**config.mk**
```make
export PLATFORM = sky130hd
export DESIGN_NAME = axis_tensor_loader
export DESIGN_NICKNAME = d
export VERILOG_FILES = /design/src/rtl/axis_tensor_loader.sv
export SDC_FILE = /design/constraint.sdc
export NUM_CORES = 1
export LEC_CHECK = 0
export ABC_AREA = 0
export BUFFER_PORTS_ARGS = -buffer_cell sky130_fd_sc_hd__buf_2
export CORE_MARGIN = 3
export CORE_UTILIZATION = 30
export DETAILED_ROUTE_END_ITERATION = 12
export SYNTH_ARGS = -nofsm -noshare
export SYNTH_HDL_FRONTEND = slang
export SYNTH_SLANG_ARGS = --single-unit
```
**constraint.sdc**
```tcl
create_clock -name m_axis_aclk -period 5 [get_ports m_axis_aclk]
set_clock_uncertainty 0.2 [all_clocks]
set_input_delay 0.5 -clock m_axis_aclk [delete_from_list [all_inputs] [get_ports m_axis_aclk]]
set_output_delay 0.5 -clock m_axis_aclk [all_outputs]
set_load 0.05 [all_outputs]
```
**src/rtl/axis_tensor_loader.sv**
```systemverilog
// Streams one job (image tensor, then kernel tensor) from two read buffers over AXI-Stream.
// Define AXIS_LOADER_TENSOR_GAP_EN to insert one idle tvalid cycle between the two tensors.
module axis_tensor_loader #(
    parameter int ADDR_WIDTH         = 13,
    parameter int DATA_WIDTH         = 8,
    parameter int NUM_CHANNELS_WIDTH = 7
) (
    input  logic                                        m_axis_aclk,
    input  logic                                        m_axis_areset,
    input  logic                                        start,
    input  logic [ADDR_WIDTH-1:0]                       img_row,
    input  logic [ADDR_WIDTH-1:0]                       img_col,
    input  logic [ADDR_WIDTH-1:0]                       ker_row,
    input  logic [ADDR_WIDTH-1:0]                       ker_col,
    input  logic [NUM_CHANNELS_WIDTH-1:0]               num_channels,
    output logic                                        busy,
    output logic                                        done,
    output logic                                        mem_rd_en,
    output logic                                        mem_rd_sel,
    output logic [ADDR_WIDTH-1:0]                       mem_rd_addr,
    input  logic [DATA_WIDTH-1:0]                       mem_rd_data,
    output logic [DATA_WIDTH-1:0]                       m_axis_tdata,
    output logic                                        m_axis_tvalid,
    input  logic                                        m_axis_tready,
    output logic                                        m_axis_tlast,
    output logic [2*ADDR_WIDTH+NUM_CHANNELS_WIDTH-1:0]  m_axis_tuser
);
    localparam int LW = 2*ADDR_WIDTH;
    localparam int UW = 2*ADDR_WIDTH + NUM_CHANNELS_WIDTH;

    typedef enum logic [1:0] {IDLE, SEND_IMG, SEND_KER, FINISH} state_t;
    typedef struct packed {
        logic                  last;
        logic                  sel;
        logic [DATA_WIDTH-1:0] data;
    } entry_t;

    state_t        state, state_nxt;
    logic [LW-1:0] img_len, ker_len, rd_cnt, cur_len, new_img_len, new_ker_len;
    logic [UW-1:0] img_user, ker_user;
    logic          rd_active, rd_sel, rd_last;
    logic          rd_vld, rd_vld_last, rd_vld_sel;
    entry_t        fifo [2];
    entry_t        head;
    logic          wr_ptr, rd_ptr;
    logic [1:0]    count;
    logic          gap, push, pop, accept, img_last_hs, ker_last_hs;

    assign accept      = start && (state == IDLE);
    assign new_img_len = LW'(img_row) * LW'(img_col);
    assign new_ker_len = LW'(ker_row) * LW'(ker_col);
    assign cur_len     = rd_sel ? ker_len : img_len;
    assign rd_last     = (rd_cnt == cur_len - LW'(1));

    assign head          = fifo[rd_ptr];
    assign m_axis_tvalid = (count != 2'd0) && !gap;
    assign m_axis_tdata  = head.data;
    assign m_axis_tlast  = m_axis_tvalid && head.last;
    assign m_axis_tuser  = head.sel ? ker_user : img_user;
    assign pop           = m_axis_tvalid && m_axis_tready;
    assign push          = rd_vld;
    assign img_last_hs   = pop && head.last && !head.sel;
    assign ker_last_hs   = pop && head.last && head.sel;

    // A pop in this cycle frees a slot, so it counts as room; otherwise a bubble appears every other beat.
    assign mem_rd_en   = rd_active && ((3'(count) + 3'(rd_vld)) < (3'd2 + 3'(pop)));
    assign mem_rd_sel  = mem_rd_en && rd_sel;
    assign mem_rd_addr = mem_rd_en ? rd_cnt[ADDR_WIDTH-1:0] : '0;

    always_ff @(posedge m_axis_aclk or posedge m_axis_areset) begin
        if (m_axis_areset) state <= IDLE;
        else               state <= state_nxt;
    end

    always_comb begin
        state_nxt = state;
        case (state)
            IDLE:     if (accept) state_nxt = SEND_IMG;
            SEND_IMG: if (img_len == '0 || img_last_hs) state_nxt = SEND_KER;
            SEND_KER: if (ker_len == '0 || ker_last_hs) state_nxt = FINISH;
            FINISH:   state_nxt = IDLE;
            default:  state_nxt = IDLE;
        endcase
    end

    always_comb begin
        busy = (state != IDLE);
        done = (state == FINISH);
    end

    // Read issue runs ahead of the FSM so kernel reads prefetch behind the image tail.
    always_ff @(posedge m_axis_aclk or posedge m_axis_areset) begin
        if (m_axis_areset) begin
            img_len     <= '0;
            ker_len     <= '0;
            img_user    <= '0;
            ker_user    <= '0;
            rd_cnt      <= '0;
            rd_sel      <= 1'b0;
            rd_active   <= 1'b0;
            rd_vld      <= 1'b0;
            rd_vld_last <= 1'b0;
            rd_vld_sel  <= 1'b0;
        end else begin
            rd_vld      <= mem_rd_en;
            rd_vld_last <= mem_rd_en && rd_last;
            rd_vld_sel  <= rd_sel;
            if (accept) begin
                img_len   <= new_img_len;
                ker_len   <= new_ker_len;
                img_user  <= {img_row, img_col, num_channels};
                ker_user  <= {ker_row, ker_col, num_channels};
                rd_cnt    <= '0;
                rd_sel    <= (new_img_len == '0);
                rd_active <= (new_img_len != '0) || (new_ker_len != '0);
            end else if (mem_rd_en) begin
                if (rd_last) begin
                    rd_cnt <= '0;
                    if (!rd_sel && ker_len != '0) rd_sel    <= 1'b1;
                    else                          rd_active <= 1'b0;
                end else begin
                    rd_cnt <= rd_cnt + LW'(1);
                end
            end
        end
    end

    always_ff @(posedge m_axis_aclk or posedge m_axis_areset) begin
        if (m_axis_areset) begin
            fifo[0] <= '0;
            fifo[1] <= '0;
            wr_ptr  <= 1'b0;
            rd_ptr  <= 1'b0;
            count   <= 2'd0;
        end else begin
            if (push) begin
                fifo[wr_ptr] <= '{last: rd_vld_last, sel: rd_vld_sel, data: mem_rd_data};
                wr_ptr       <= ~wr_ptr;
            end
            if (pop) rd_ptr <= ~rd_ptr;
            count <= count + 2'(push) - 2'(pop);
        end
    end

`ifdef AXIS_LOADER_TENSOR_GAP_EN
    always_ff @(posedge m_axis_aclk or posedge m_axis_areset) begin
        if (m_axis_areset) gap <= 1'b0;
        else               gap <= img_last_hs && (ker_len != '0);
    end
`else
    assign gap = 1'b0;
`endif

endmodule

```
==> results of run 1 <==
[how the worst max path moves through the flow]
stage / startpoint / end / slack [ns] / depth (start not counted)
global placement: img_row[7] / rd_sel$_DFFE_PP0P_ / -1.14 / 22
floorplan: img_col[1] / rd_sel$_DFFE_PP0P_ / -0.83 / 19
CTS: ker_row[5] / rd_active$_DFFE_PP0P_ / -0.52 / 22
detailed placement: ker_col[4] / rd_active$_DFFE_PP0P_ / -1.24 / 22
global route: ker_row[5] / rd_active$_DFFE_PP0P_ / -0.73 / 22
finish: ker_row[5] / rd_active$_DFFE_PP0P_ / -0.54 / 22
[per-layer routing]
layer	track usage (%)	share of wire, %	up-vias
met4	2.815	1.3	0
li1	-	-	8270
met2	26.69	48	294
met1	21.33	47	8397
met5	0	0	-
met3	1.978	3.3	54
[power breakdown]
part	leakage, uW	total (uW)	switching, uW	internal (uW)
logic	0.0106	17500	8610	8880
clock network	0.000287	1350	676	676
registers	0.00212	2440	542	1900
[critical path: stages]
cell and delay (ns):
buf_8 0.11, and2_4 0.15, fa_1 0.52, inv_1 0.05
fa_1 0.47, inv_1 0.05, fa_1 0.48, inv_2 0.04
fa_1 0.45, fa_1 0.50, inv_2 0.04, ha_4 0.23
a21o_1 0.20, a211o_4 0.34, a31o_4 0.24, xnor2_2 0.18
o2111ai_2 0.14, nor4bb_2 0.32, nand4b_1 0.14, nor4_2 0.29
buf_4 0.16, a21oi_1 0.05
[cell usage after synthesis (all sizes together), types with 5 or more instances]
master,instances
buf,14
or4,7
or2,5
nand2,490
nand2b,7
a31oi,16
nor4,17
ha,153
xor2,33
and3,24
xnor2,49
o31ai,6
dfrtp,168
mux2,59
nand4,13
nor3,38
and4,7
a21oi,42
or3,7
mux2i,34
nand3b,9
nand3,38
o21ai,79
inv,343
and2,193
o21a,5
nand4b,5
a21o,21
fa,242
a211oi,10
o22ai,7
clkbuf,108
nor2,50
nor3b,10
a31o,6
[logic make-up after synthesis]
| kind of cell | count (synthesis) | share of synthesized area, % |
|---|---|---|
| AND/OR/NAND/NOR | 937 | 21.96 |
| buffers and inverters | 465 | 8.673 |
| adder cells (fa/ha/maj) | 395 | 32.81 |
| AO/OA/AOI/OAI | 242 | 7.677 |
| flip-flops | 168 | 20.41 |
| multiplexers | 93 | 4.877 |
| XOR/XNOR | 83 | 3.596 |
[flip-flops by register name (all words and copies together) (netlist names)]
signal,flops
count,2
fifo,20
img_len,26
img_user,33
ker_len,26
ker_user,26
push,1
rd_active,1
rd_cnt,26
rd_ptr,1
rd_sel,1
rd_vld_last,1
rd_vld_sel,1
state,2
wr_ptr,1
[stage by stage]
step | utilization, % | cells | instance area, um^2
global placement | 35.96 | 3544 | 24320
CTS | 37.72 | 3591 | 25510
detailed placement | 35.96 | 3544 | 24320
floorplan | - | 2383 | 21250
global route | 38.54 | 3601 | 26070
finish | 38.54 | 3601 | 26070
[area by class of cell]
cell class                      count  area [um^2]
Fill cell                        6768        41570
Multi-Input combinational cell   1750        15610
Sequential cell                   168         4205
Timing Repair Buffer              435         3262
Inverter                          343         1291
Tap cell                          873         1092
Clock buffer                       17        425.4
Clock inverter                     15        178.9
[repair_timing]
action,in CTS,in global routing
pin swaps,56,72
endpoints found under the setup margin,19,29
endpoints found under the hold margin,16,0
hold buffers,1,0
setup buffers,14,14
resized for setup,99,132
==> results.md, run 1 <==
* Area leader, netlist: fa_1
* Largest net degree at the start of global routing at 153
* Port buffer count at 130
* Antenna violations before repair at 0
* Outcome: finished, violations left
* DR DRC count at 0
* Setup CP Type: input pin to flop
* PnR Total Power at 21280 uW
* Ys async rst share at 100.0%
* CP endpoint kind: flop
* Hold path depth at 3
* Core Box Area at 67630 um^2
* Worst-path fanout max at 5
* RSZ-0062 raised after global routing: true
* Die X at 268.0 um
* Number of cells produced by synthesis at 2383
* Actual slew at the worst max-slew pin at 1.103 ns
* Fin. max-slew vios at 0
* Worst IR drop on VDD at 558.9 uV
* Root Buffer Master: clkbuf_16
* Number of synthesized flops with an enable pin at 0
* Max clock buf depth at 2
* Vias per cell at 4.725
* Total GRT Usage at 15.58%
* Layout net count at 3181
* Relative slew slack at 26.47%
* Initial Utilization at 30.46%
* Final worst slack at -0.5393 ns
* Final TNS setup at -2.277 ns
* Global-route wire length before repair at 91090 um
* Worst skew pair latency at 0.45 ns
* FF-to-FF setup slack at 0.65 ns
* Synthesis Warnings at 0
* Top cells by area, synth: fa_1 24%, dfrtp_1 20%, ha_1 9.3%, nand2_1 8.9%, inv_1 6.3%
* TritonCTS buffer count at 17
* Fin crit share at 110.8%
* IO Pins at 131
* Hold EP: img_user[2]$_DFFE_PP0P_
* Via count at 17020
* CTS tree: built
* Post-Syn Area at 20600 um^2
* DP HPWL at 44540 um
* Worst Path Required at 5.14 ns
* H-tree levels at 4
* Worst-path clk slew at 0.08 ns
* Post-synth top flop: dfrtp_1
* Routed WL at 55010 um
* Startpoint class of the critical path: input pin
* Crit path time final at 5.539 ns
* Max-cap violations at 0
* Leading cell type in the layout, fill and taps excluded: nand2_1
* Gp weighted congestion at 0.8698
* Drt pass-1 iters at 8
* Reg-to-Reg End: rd_cnt[25]$_DFFE_PP0P_
* Most frequent cells in the layout: 479 x nand2_1, 327 x inv_1, 282 x buf_4, 234 x fa_1
* Sink Count at 168
* Min-delay src: num_channels[2]
* Yosys reg bits at 168
* Share of cells above drive strength 1 at 26.21%
* Post-route antenna net violation count at 0
* GRT overflow at 0
* Area Growth Syn to Fin at 26.54%
* DR iter-0 viols at 902
* Seq/Total Area, Yosys at 20.41%
* R2R Path Start: rd_sel$_DFFE_PP0P_
* Number of global-route vias before repair at 17630
* Post-synthesis average cell area at 8.644 um^2
* Die height at 268.0 um
* Hold slack at 0.04052 ns
* Post-synthesis net count at 2849
* Pwr dens at 816.4 nW/um^2
* Std-Cell Rows at 95
* # diodes at 0
* Failing checks: negative setup slack
* Final Hold Viols at 0
* P_leak at 0.01299 uW
* Count of cell types in the netlist at 76
* Worst Path Arrival at 5.68 ns
* Top cell type's share of synthesized area at 23.52%
* Worst Hold Class: input pin to flop
* Worst Reg-to-Reg Cells at 9
* Setup violations, final at 12
* WL/cell at 15.27 um
* Fmax at 180.5 MHz
* Pre-CTS setup slack at -1.235 ns
* Die footprint at 71850 um^2
Power figures use the tool's default switching activity.
==> run 2, diff against run 1 <==
--- a/config.mk
+++ b/config.mk
@@ -8,7 +8,7 @@
 export ABC_AREA = 0
 export BUFFER_PORTS_ARGS = -buffer_cell sky130_fd_sc_hd__buf_2
 export CORE_MARGIN = 3
-export CORE_UTILIZATION = 30
+export CORE_UTILIZATION = 25
 export DETAILED_ROUTE_END_ITERATION = 12
 export SYNTH_ARGS = -nofsm -noshare
 export SYNTH_HDL_FRONTEND = slang
==> run 2 against run 1 <==
  * The flow still finishes with violations (negative setup slack)
  * Worst hold slack got worse by 0.016 ns
  * Core utilization fell by 6.1 points
  * Design area rose by 0.88%
  * Worst setup slack got worse by 0.084 ns
  * Maximum frequency fell by 1.5%
  * Critical path type unchanged
  * Largest cell class unchanged
==> results.md, run 2 (synthesis results as in run 1) <==
* Outcome: finished, violations left
* Failing checks: negative setup slack
* Largest net degree at the start of global routing at 142
* Die height at 293.1 um
* Reg-to-Reg End: rd_cnt[25]$_DFFE_PP0P_
* Crit path time final at 5.623 ns
* Vias per cell at 4.526
* Leading cell type in the layout, fill and taps excluded: nand2_1
* Final worst slack at -0.6229 ns
* # diodes at 0
* Gp weighted congestion at 0.8579
* Startpoint class of the critical path: input pin
* Relative slew slack at 21.48%
* Initial Utilization at 25.41%
* DR DRC count at 0
* H-tree levels at 4
* Max FFs per register at 33
* Number of global-route vias before repair at 17770
* Worst Hold Class: input pin to flop
* TritonCTS buffer count at 17
* Placed cell areas at 24540 um^2
* Setup violations, final at 16
* Setup CP Type: input pin to flop
* Area Growth Syn to Fin at 27.65%
* Min-delay src: num_channels[2]
* IO Pins at 131
* Register area at 4205 um^2
* Worst skew pair latency at 0.45 ns
* Actual slew at the worst max-slew pin at 1.178 ns
* Max clock buf depth at 2
* Final Hold Viols at 0
* Hold path depth at 3
* Root Buffer Master: clkbuf_16
* Routed WL at 57200 um
* Die footprint at 85880 um^2
* DP Cell Count at 3727
* Design area at 26300 um^2
* Post-route antenna net violation count at 0
* Fin. max-slew vios at 0
* Most frequent cells in the layout: 481 x nand2_1, 325 x inv_1, 279 x buf_4, 226 x fa_1, 169 x and2_1
* Total GRT Usage at 13.48%
* Drt pass-1 iters at 5
* Global-route wire length before repair at 94210 um
* Hold EP: img_user[2]$_DFFE_PP0P_
* Worst Reg-to-Reg Cells at 11
* Die X at 293.1 um
* Max-cap violations at 0
* CTS tree: built
* Via count at 17150
* DP HPWL at 46370 um
* Combined area of the multi-input logic cells at 15580 um^2
* Std-Cell Rows at 104
* Fillers at 8406
* Worst-path fanout max at 5
* Post-Layout Cell Count at 3790
* CP endpoint kind: flop
* Antenna violations before repair at 0
* Layout net count at 3183
* GRT overflow at 0
* R2R Path Start: rd_sel$_DFFE_PP0P_
* FF-to-FF setup slack at 0.49 ns
* Port buffer count at 130
* Share of cells above drive strength 1 at 26.15%
* Worst Path Required at 5.14 ns
* Sink Count at 168
* RSZ-0062 raised after global routing: true
* Worst Path Arrival at 5.77 ns
* Fmax at 177.8 MHz
* Core Box Area at 81070 um^2
* Most flops, register: img_user
* DR iter-0 viols at 938
* Worst-path clk slew at 0.09 ns
* WL/cell at 15.09 um
* Fin crit share at 112.5%
==> run 2: timing repair <==
| action | CTS | global route |
|---|---|---|
| setup buffers | 25 | 6 |
| endpoints found under the setup margin | 23 | 29 |
| endpoints found under the hold margin | 29 | 0 |
| hold buffers | 3 | 0 |
| gates resized for setup | 123 | 100 |
| pin swaps | 47 | 30 |
==> run 2: per-layer routing <==
| layer | GRT usage, % | share of wire (%) | vias to the layer above |
|---|---|---|---|
| met3 | 1.875 | 3.6 | 52 |
| met2 | 23.40 | 49 | 326 |
| li1 | - | - | 8277 |
| met5 | 0 | 0 | - |
| met4 | 2.520 | 1.3 | 0 |
| met1 | 18.03 | 46 | 8497 |
==> run 2: stage by stage <==
stage	hold WS (ns)	setup slack [ns]	setup TNS, ns	util (%)
after floorplan	0.1973	-0.8290	-5.157	-
after global placement	0.2534	-1.126	-18.21	30.27
after detailed placement	0.2578	-1.205	-19.93	30.27
after CTS	0.0004224	-0.5908	-2.747	31.91
after global routing	0.01155	-0.7916	-6.195	32.44
final	0.02422	-0.6229	-3.399	32.44
==> run 2: area by class of cell <==
type,count,area share [%]
Clock buffer,17,1.618
Clock inverter,15,0.7423
Inverter,343,4.910
Multi-Input combinational cell,1750,59.27
Sequential cell,168,15.99
Tap cell,1060,5.044
Timing Repair Buffer,437,12.43
==> run 2: worst max path at each step <==
stage	start	endpoint
finish	ker_col[1]	rd_active$_DFFE_PP0P_
global route	img_row[7]	rd_sel$_DFFE_PP0P_
CTS	ker_col[1]	rd_active$_DFFE_PP0P_
detailed placement	img_row[7]	rd_sel$_DFFE_PP0P_
global placement	ker_col[3]	rd_active$_DFFE_PP0P_
floorplan	img_col[1]	rd_sel$_DFFE_PP0P_
==> run 2: critical path, cell delays in order <==
cell       delay [ns]
buf_12           0.11
and2_4           0.15
fa_1             0.54
inv_2            0.05
fa_1             0.51
inv_1            0.06
fa_1             0.49
inv_2            0.04
fa_1             0.47
fa_1             0.50
inv_2            0.04
ha_4             0.22
a21o_1           0.21
a211o_1          0.29
buf_4            0.15
xor2_1           0.15
a211oi_2         0.19
o2111ai_1        0.15
nor4bb_1         0.30
nand4b_1         0.12
nor4_1           0.30
buf_4            0.17
a21oi_2          0.04
Power of run 2 is left out: the tool's default activity adds up to more than one toggle a clock period on the data nets, which glitch-free logic cannot reach.
==> run 3, diff against run 2 <==
--- a/config.mk
+++ b/config.mk
@@ -8,8 +8,10 @@
 export ABC_AREA = 0
 export BUFFER_PORTS_ARGS = -buffer_cell sky130_fd_sc_hd__buf_2
 export CORE_MARGIN = 3
-export CORE_UTILIZATION = 25
+export CORE_UTILIZATION = 57
 export DETAILED_ROUTE_END_ITERATION = 12
+export PLACE_DENSITY = 0.79
+export SLEW_MARGIN = 20
 export SYNTH_ARGS = -nofsm -noshare
 export SYNTH_HDL_FRONTEND = slang
 export SYNTH_SLANG_ARGS = --single-unit
==> run 3 against run 2 <==
  * The flow still finishes with violations (negative setup slack)
  * Count of clock-buffer cells in the layout rose by 4
  * Final cell count shrank 16%
  * Worst setup slack worse by 0.095 ns
  * Die area is 55% lower
  * Global-route usage rose by 16 points
  * Non-clock buffer count down 19
  * Register-to-register slack better by 0.05 ns
  * Sequential cell count stayed put
  * Critical path depth is 2 lower
  * Critical path type unchanged
  * Sequential share of layout area up 0.49 points
==> results.md, run 3 (synthesis results as in run 1) <==
* Vias per cell at 5.765
* Fmax at 174.9 MHz
* Worst-path fanout max at 5
* DP Cell Count at 3108
* GRT overflow at 0
* Initial Utilization at 58.77%
* TritonCTS buffer count at 17
* Port buffer count at 130
* Worst path most repeated cell: fa_1
* Root Buffer Master: clkbuf_16
* CP endpoint kind: flop
* Core Box Area at 35050 um^2
* IO Pins at 131
* Final worst slack at -0.7183 ns
* Setup violations, final at 13
* Min-delay src: num_channels[5]
* Sink Count at 168
* Layout net count at 3164
* Combined area of the multi-input logic cells at 15710 um^2
* Number of global-route vias before repair at 19060
* DP HPWL at 44040 um
* Register area at 4205 um^2
* Max clock buf depth at 2
* Final Hold Viols at 0
* Worst Hold Class: input pin to flop
* Fin. max-slew vios at 0
* Critical-path top delay cell: fa_1
* Utilization after layout at 72.80%
* Die footprint at 38460 um^2
* Most frequent cells in the layout: 476 x nand2_1, 318 x inv_1, 264 x buf_4, 230 x fa_1, 170 x and2_1
* Total GRT Usage at 29.53%
* Fin crit share at 114.4%
* Via count at 18250
* Actual slew at the worst max-slew pin at 1.114 ns
* Post-route antenna net violation count at 0
* Worst Path Required at 5.12 ns
* Gp weighted congestion at 0.9856
* Relative slew slack at 25.70%
* Std-Cell Rows at 68
* DR iter-0 viols at 1143
* R2R Path Start: rd_sel$_DFFE_PP0P_
* Worst Path Arrival at 5.84 ns
* Drt pass-1 iters at 5
* WL/cell at 18.51 um
* Crit path time final at 5.718 ns
* Failing checks: negative setup slack
* Setup CP Type: input pin to flop
* Global-route wire length before repair at 93120 um
* Antenna violations before repair at 1
* Max-cap violations at 0
* Post-Layout Cell Count at 3166
* Max incr delay on CP at 0.54 ns
* DR DRC count at 0
* Max FFs per register at 33
* RSZ-0062 raised after global routing: true
* Die height at 196.1 um
* Most flops, register: img_user
* Share of cells above drive strength 1 at 26.48%
* H-tree levels at 4
* # diodes at 0
* Worst-path clk slew at 0.07 ns
* Cell Chain, Critical Path: buf_8, and2_4, fa_1, inv_1, fa_1, inv_2, fa_1, inv_1, fa_1, fa_1, inv_2, ha_4, a21o_1, a21oi_4, nand2_1, a221oi_2, xor2_1, nor4bb_2, nand4b_1, nor4_2, a21oi_1
* Die X at 196.1 um
* Fillers at 2445
* Startpoint class of the critical path: input pin
* Start point of the critical path: ker_col[3]
* Worst skew pair latency at 0.45 ns
* Hold slack at 0.04196 ns
* Outcome: finished, violations left
* CTS tree: built
* Area Growth Syn to Fin at 23.89%
* Largest net degree at the start of global routing at 169
* Leading cell type in the layout, fill and taps excluded: nand2_1
* Routed WL at 58590 um
==> run 3: layout make-up <==
type,instances,area share [%]
multi-input combinational,1750,61.57
timing repair buffer,418,12.38
clock inverter,11,0.3971
tap,455,2.231
clock buffer,21,1.883
sequential,168,16.48
inverter,343,5.060
==> run 3: critical path: cells and delay by family <==
family	cells	cell delay, ns
buffers and inverters	5	0.30
AOI/OAI and AO/OA	4	0.82
and+or+nand+nor	5	1.21
xor gates and xnor gates	1	0.25
adders and majority gates	6	2.77
==> run 3: per-stage QoR <==
| stage | cell area (um^2) | setup slack (ns) | TNS [ns] |
|---|---|---|---|
| floorplan | 21250 | -0.8290 | -5.157 |
| finish | 25520 | -0.7183 | -3.653 |
| CTS | 24960 | -0.5852 | -2.858 |
| detailed placement | 23650 | -1.339 | -19.93 |
| global placement | 23650 | -1.171 | -16.54 |
| global route | 25520 | -0.8888 | -6.323 |
==> run 3: metal layers <==
layer | part of all wire, % | global-route usage (%) | routed length, um | up-vias
met2 | 51 | 51.55 | 29600 | 748
met5 | 0.019 | 0 | 11 | -
met3 | 6.9 | 5.856 | 4046 | 184
met1 | 39 | 37.35 | 23090 | 9080
met4 | 3.1 | 8.635 | 1840 | 2
li1 | - | - | - | 8238
==> run 3: timing repair <==
action / 4_1_cts / 5_1_grt
hold buffers: 0 / 0
pin swaps: 80 / 61
buffers inserted: 18 / 14
setup endpoints to repair: 21 / 28
resized for setup: 140 / 121
==> run 3: final timing paths <==
kind / end / slack [ns] / cells past startpoint
worst min-delay path: img_user[5]$_DFFE_PP0P_ / 0.04 / 3
min in group asynchronous: rd_cnt[10]$_DFFE_PP0P_ / 0.11 / 3
worst min register to register: img_user[27]$_DFFE_PP0P_ / 0.27 / 2
worst max register to register: rd_cnt[25]$_DFFE_PP0P_ / 0.54 / 10
max in group asynchronous: img_user[23]$_DFFE_PP0P_ / 3.80 / 3
worst max-delay path: rd_active$_DFFE_PP0P_ / -0.72 / 21
Power of run 3 is left out for the same reason.
